$ cat src/rtl/rs_pkg.sv
// Shared definitions for the RS(204,188) decoder datapath: code geometry,
// write-address width and the stage FSM encoding used by input and output stages.
package rs_pkg;

    localparam int N      = 204;  // codeword length in bytes
    localparam int K      = 188;  // message length in bytes
    localparam int ADDR_W = 8;    // ping-pong memory address width

    typedef logic [0:0] state_t;

    localparam state_t IDLE = 1'b0;
    localparam state_t FILL = 1'b1;

endpackage

$ cat src/rtl/in_stage.sv
// Input stage of the RS(204,188) decoder. Takes one received byte per CE slot,
// writes each codeword into the current bank of the ping-pong memory and flips
// the bank with a block_done pulse once all N bytes of a codeword are stored.
module in_stage #(
    parameter int N      = rs_pkg::N,
    parameter int ADDR_W = rs_pkg::ADDR_W
) (
    input  logic              clk,
    input  logic              reset,
    input  logic              CE,
    input  logic              Valid_in,
    input  logic              Start,
    input  logic [7:0]        In_byte,
    input  logic              clr_err,
    output logic              WE,
    output logic [ADDR_W-1:0] WrAdd,
    output logic [7:0]        Wr_byte,
    output logic              bank,
    output logic              block_done,
    output logic              busy,
    output logic              overrun
);
    import rs_pkg::*;

    localparam logic [ADDR_W-1:0] LAST_ADDR = ADDR_W'(N - 1);

    state_t            state_reg;
    logic [ADDR_W-1:0] count_reg;
    logic              last_reg;   // final byte of a block was written this cycle

    logic              accept;
    logic              in_fill;
    logic              do_write;
    logic              do_final;
    logic              do_abort;
    logic [ADDR_W-1:0] wr_addr;

    // A Start byte always lands at address 0, whether it opens a block from
    // IDLE or aborts an unfinished one; otherwise the counter is the address.
    assign accept   = CE & Valid_in;
    assign in_fill  = (state_reg == FILL);
    assign do_write = accept & (Start | in_fill);
    assign do_final = accept & ~Start & in_fill & (count_reg == LAST_ADDR);
    assign do_abort = accept & Start & in_fill;
    assign wr_addr  = Start ? '0 : count_reg;

    // busy is a direct view of the state register, so it is still registered.
    assign busy = in_fill;

    // FSM and byte counter: advance only on accepted bytes.
    always_ff @(posedge clk or posedge reset) begin
        if (reset) begin
            state_reg <= IDLE;
            count_reg <= '0;
        end else if (accept) begin
            if (Start) begin
                state_reg <= FILL;
                count_reg <= ADDR_W'(1);
            end else if (in_fill) begin
                if (count_reg == LAST_ADDR) begin
                    state_reg <= IDLE;
                    count_reg <= '0;
                end else begin
                    count_reg <= count_reg + ADDR_W'(1);
                end
            end
        end
    end

    // Output registers: memory write port, block completion, bank flip and overrun.
    always_ff @(posedge clk or posedge reset) begin
        if (reset) begin
            WE         <= 1'b0;
            WrAdd      <= '0;
            Wr_byte    <= '0;
            last_reg   <= 1'b0;
            block_done <= 1'b0;
            bank       <= 1'b0;
            overrun    <= 1'b0;
        end else begin
            WE <= do_write;
            if (do_write) begin
                WrAdd   <= wr_addr;
                Wr_byte <= In_byte;
            end
            // block_done and the bank flip trail the final write by one cycle
            last_reg   <= do_final;
            block_done <= last_reg;
            if (last_reg) begin
                bank <= ~bank;
            end
            // a simultaneous abort and clear leaves the error set
            if (do_abort) begin
                overrun <= 1'b1;
            end else if (clr_err) begin
                overrun <= 1'b0;
            end
        end
    end

endmodule

$ cat config.mk
export PLATFORM = sky130hd
export DESIGN_NAME = in_stage
export DESIGN_NICKNAME = d
export VERILOG_FILES = /design/src/rtl/rs_pkg.sv /design/src/rtl/in_stage.sv
export SDC_FILE = /design/constraint.sdc
export NUM_CORES = 1
export LEC_CHECK = 0
export BUFFER_PORTS_ARGS = -buffer_cell sky130_fd_sc_hd__buf_4
export CORE_MARGIN = 1
export CORE_UTILIZATION = 54
export CTS_CLUSTER_DIAMETER = 60
export DETAILED_ROUTE_END_ITERATION = 10
export GPL_ROUTABILITY_DRIVEN = 0
export PLACE_DENSITY_LB_ADDON = 0.3
export SLEW_MARGIN = 10
export SYNTH_ARGS = -nofsm -noshare
export SYNTH_HDL_FRONTEND = slang
export SYNTH_SLANG_ARGS = --single-unit
$ cat constraint.sdc
create_clock -name clk -period 2.3 [get_ports clk]
set_clock_uncertainty 0.05 [all_clocks]
set_input_delay 0.23 -clock clk [delete_from_list [all_inputs] [get_ports clk]]
set_output_delay 0.23 -clock clk [all_outputs]
set_load 0.02 [all_outputs]
==> impl_results.html <==
<table>
<tr><th>Metric</th><th>Value</th></tr>
<tr><th colspan="2">Min path</th></tr>
<tr><td>Kind of path behind the tightest hold check</td><td>in2reg</td></tr>
<tr><td>Launch instance of the worst min-delay path</td><td>clr_err</td></tr>
<tr><td>Cell count of the worst hold path</td><td>2</td></tr>
<tr><td>Endpoint, Worst Hold</td><td>overrun</td></tr>
<tr><th colspan="2">Floorplan</th></tr>
<tr><td>Effective utilization at floorplan</td><td>56.8%</td></tr>
<tr><td>DIE AREA</td><td>2520 µm²</td></tr>
<tr><td>X dimension of the die</td><td>50.2 µm</td></tr>
<tr><td>Cell row count</td><td>17</td></tr>
<tr><td>Placeable Area</td><td>2210 µm²</td></tr>
<tr><td>Io pins</td><td>35</td></tr>
<tr><td>Die H</td><td>50.2 µm</td></tr>
<tr><th colspan="2">Worst setup path</th></tr>
<tr><td>Crit path max-delay cell type</td><td>sky130_fd_sc_hd__or2_1</td></tr>
<tr><td>Category of cells accounting for the largest share of critical-path delay</td><td>simple AND/OR/NAND/NOR gates</td></tr>
<tr><td>Largest incremental delay on the critical path</td><td>0.56 ns</td></tr>
<tr><td>Type of destination of the critical path</td><td>register</td></tr>
<tr><td>Endpoint of the worst register-to-register path</td><td>count_reg[4]</td></tr>
<tr><td>Crit path kind</td><td>reg2reg</td></tr>
<tr><td>Maximum net fanout on the critical path</td><td>20</td></tr>
<tr><td>Slack of the worst reg-to-reg path</td><td>0.55 ns</td></tr>
<tr><td>Crit path required time</td><td>2.50 ns</td></tr>
<tr><td>Launching point of the worst reg2reg path</td><td>busy</td></tr>
<tr><td>Combined buffer and inverter count along the critical path</td><td>1</td></tr>
<tr><td>List of cells traversed by the critical path</td><td>nor2_1, or2_1, inv_2, a31oi_1</td></tr>
<tr><td>Cells on worst reg2reg path</td><td>4</td></tr>
<tr><td>Worst Path Arrival</td><td>1.95 ns</td></tr>
<tr><td>Launching element type of the critical path</td><td>register</td></tr>
<tr><th colspan="2">Clocking</th></tr>
<tr><td>Cts repair resizes</td><td>0</td></tr>
<tr><td>Insertion delay of the later-clocked pin in the worst-skew pair</td><td>0.33 ns</td></tr>
<tr><td>Clock tree buffer depth</td><td>2</td></tr>
<tr><td>Number of buffers created by CTS</td><td>5</td></tr>
<tr><td>TritonCTS clock tree</td><td>built</td></tr>
<tr><td>Total clock sinks</td><td>30</td></tr>
<tr><td>Master cell of the clock root buffer</td><td>sky130_fd_sc_hd__clkbuf_4</td></tr>
<tr><td>Clock-pin slew of the registers on the worst-case setup and hold paths</td><td>0.09 ns</td></tr>
<tr><td>CTS H-Tree Depth</td><td>2</td></tr>
<tr><th colspan="2">Synthesis</th></tr>
<tr><td>Synth Flop Type</td><td>sky130_fd_sc_hd__dfrtp_1</td></tr>
<tr><td>Number of warnings printed during yosys synthesis</td><td>0</td></tr>
<tr><td>Avg Synthesized Cell Area</td><td>10.4 µm²</td></tr>
<tr><td>Cells after Synth</td><td>121</td></tr>
<tr><td>Count of unique library cells instantiated by Yosys</td><td>25</td></tr>
<tr><td>FFs w/ async S/R, synth</td><td>100%</td></tr>
<tr><td>Synth area leaders</td><td>sky130_fd_sc_hd__dfrtp_1, sky130_fd_sc_hd__nand2_1, sky130_fd_sc_hd__a22o_1, sky130_fd_sc_hd__a31oi_1, sky130_fd_sc_hd__buf_6</td></tr>
<tr><td>Top-area cell type share of the netlist area</td><td>59.8%</td></tr>
<tr><td>Post-synth EDFFs</td><td>0</td></tr>
<tr><td>Biggest area consumer among synthesized cells</td><td>sky130_fd_sc_hd__dfrtp_1</td></tr>
<tr><td>Post-Syn Area</td><td>1260 µm²</td></tr>
<tr><td>Mapped Nets</td><td>136</td></tr>
<tr><td>Sequential-to-total area share from yosys stat</td><td>59.8%</td></tr>
<tr><td>Post-synthesis register bit count</td><td>30</td></tr>
<tr><td>Most numerous cell types in the synthesized netlist</td><td>sky130_fd_sc_hd__dfrtp_1, sky130_fd_sc_hd__nand2_1, sky130_fd_sc_hd__a22o_1</td></tr>
<tr><th colspan="2">Global route</th></tr>
<tr><td>Number of antenna violations at the first check in global routing</td><td>0</td></tr>
<tr><td>First-pass GRT wire length</td><td>4230 µm</td></tr>
<tr><td>Total routing resource utilization after global routing</td><td>23.2%</td></tr>
<tr><td>Number of global-route vias before repair</td><td>1021</td></tr>
<tr><td>Pin count of the biggest net entering global routing</td><td>22</td></tr>
<tr><td>Total grt overflow</td><td>0</td></tr>
<tr><th colspan="2">Status</th></tr>
<tr><td>Outcome</td><td>finished, final reports clean</td></tr>
<tr><th colspan="2">STA</th></tr>
<tr><td>Final critical delay including setup and external delays</td><td>1.75 ns</td></tr>
<tr><td>Final total negative setup slack</td><td>0 ns</td></tr>
<tr><td>Ratio of final minimum period to clock period</td><td>75.9%</td></tr>
<tr><td>Top achievable clock speed</td><td>573 MHz</td></tr>
<tr><td>Final Max Slew Viols</td><td>0</td></tr>
<tr><td>Worst-case headroom to the max-slew limit</td><td>53.6%</td></tr>
<tr><td>Final hold violation count</td><td>0</td></tr>
<tr><td>Minimum setup slack in the final design</td><td>0.554 ns</td></tr>
<tr><td>Setup-failing EPs final</td><td>0</td></tr>
<tr><td>RSZ-0062 raised after global routing</td><td>no</td></tr>
<tr><td>Actual transition at the worst max-transition pin</td><td>0.696 ns</td></tr>
<tr><th colspan="2">Run</th></tr>
<tr><td>Max-capacitance violation count</td><td>0</td></tr>
<tr><th colspan="2">Power</th></tr>
<tr><td>Leakage power</td><td>0.807 nW</td></tr>
<tr><td>Ratio of total power to cell area</td><td>731 nW/µm²</td></tr>
<tr><td>Peak ir drop on the vdd network</td><td>0.558 mV</td></tr>
<tr><td>Total power</td><td>1.14 mW</td></tr>
<tr><th colspan="2">Final layout</th></tr>
<tr><td>Diode insertion count for antenna repair</td><td>0</td></tr>
<tr><td>Share of cells above drive strength 1</td><td>25.9%</td></tr>
<tr><td>Fillcell total</td><td>161</td></tr>
<tr><td>Final nets</td><td>173</td></tr>
<tr><td>Register area</td><td>751 µm²</td></tr>
<tr><td>Area overhead of the layout relative to synthesis</td><td>24.2%</td></tr>
<tr><td>Combined area of the multi-input logic cells</td><td>434 µm²</td></tr>
<tr><th colspan="2">Route</th></tr>
<tr><td>Antenna viol nets, final</td><td>0</td></tr>
<tr><td>Average vias per placed instance</td><td>5.46</td></tr>
<tr><td>Number of optimization iterations in the first detailed-route pass</td><td>4</td></tr>
<tr><td>Final Routed Wirelength</td><td>2530 µm</td></tr>
<tr><td>WL per Instance</td><td>13.6 µm</td></tr>
<tr><td>Count of unresolved DRC violations after routing</td><td>0</td></tr>
<tr><td>Number of vias after detailed routing</td><td>1015</td></tr>
<tr><td>DRC violation total after the first TritonRoute iteration</td><td>13</td></tr>
<tr><th colspan="2">Place</th></tr>
<tr><td>Input/output buffers</td><td>34</td></tr>
<tr><td>Post-detailed-placement half-perimeter wirelength</td><td>1770 µm</td></tr>
<tr><td>Pre-CTS WS</td><td>0.579 ns</td></tr>
</table>
final cells by class:
type | count | share of cell area (%)
Clock buffer | 7 | 2.89
Inverter | 6 | 1.44
Multi-Input combinational cell | 79 | 27.8
Tap cell | 28 | 2.25
Timing Repair Buffer | 36 | 17.5
Sequential cell | 30 | 48.1
how the worst max path moves through the flow:
stage,from,to,cells past startpoint
2_1_floorplan,busy,count_reg[3],6
5_1_grt,busy,count_reg[4],4
6_report,busy,count_reg[4],4
3_3_place_gp,busy,count_reg[7],4
3_5_place_dp,busy,count_reg[4],4
4_1_cts,busy,count_reg[4],4
cell usage in the layout (no fill, tap or decap), types with 2 or more instances in the layout:
cell and count:
sky130_fd_sc_hd__or2_1 2, sky130_fd_sc_hd__nand3_1 4, sky130_fd_sc_hd__clkbuf_4 5, sky130_fd_sc_hd__a31oi_1 6
sky130_fd_sc_hd__nor2_1 7, sky130_fd_sc_hd__nand2_1 30, sky130_fd_sc_hd__o21ai_1 6, sky130_fd_sc_hd__clkbuf_1 2
sky130_fd_sc_hd__xor2_1 2, sky130_fd_sc_hd__a21oi_1 2, sky130_fd_sc_hd__inv_1 5, sky130_fd_sc_hd__a22o_1 9
sky130_fd_sc_hd__buf_4 35, sky130_fd_sc_hd__dfrtp_1 30
metrics by stage:
step	hold slack, ns	utilization [%]	std cells	area (µm²)
floorplan	0.271	-	121	1260
global placement	0.176	68.0	178	1510
detailed placement	0.188	68.0	178	1510
CTS	0.0319	70.5	186	1560
global route	0.0308	70.5	186	1560
finish	0.0369	70.5	186	1560
logic make-up (layout without fill, tap and decap cells):
kind of cell,count (synthesis),count (layout),synth area share [%]
AOI/OAI and AO/OA,27,27,14.5
buffers and inverters,12,49,5.68
DFF,30,30,59.8
and+or+nand+nor,49,49,17.6
xor gates and xnor gates,2,2,1.39
adders and majority gates,1,1,0.996
where the power goes:
part           switching, mW  internal [mW]
registers             0.0465          0.581
clock network          0.169          0.115
logic                  0.125          0.104
layer usage:
metal,track usage (%),vias up,wire [µm]
li1,-,489,-
met3,5.45,8,131
met2,39.1,33,1240
met1,27.0,485,1100
met4,12.9,0,53
met5,0,-,0
what timing repair did:
item	in CTS	in global routing
hold buffers	1	0
buffers inserted	0	0
hold endpoints to repair	9	0
No activity file was read; power rests on OpenSTA's default activity.
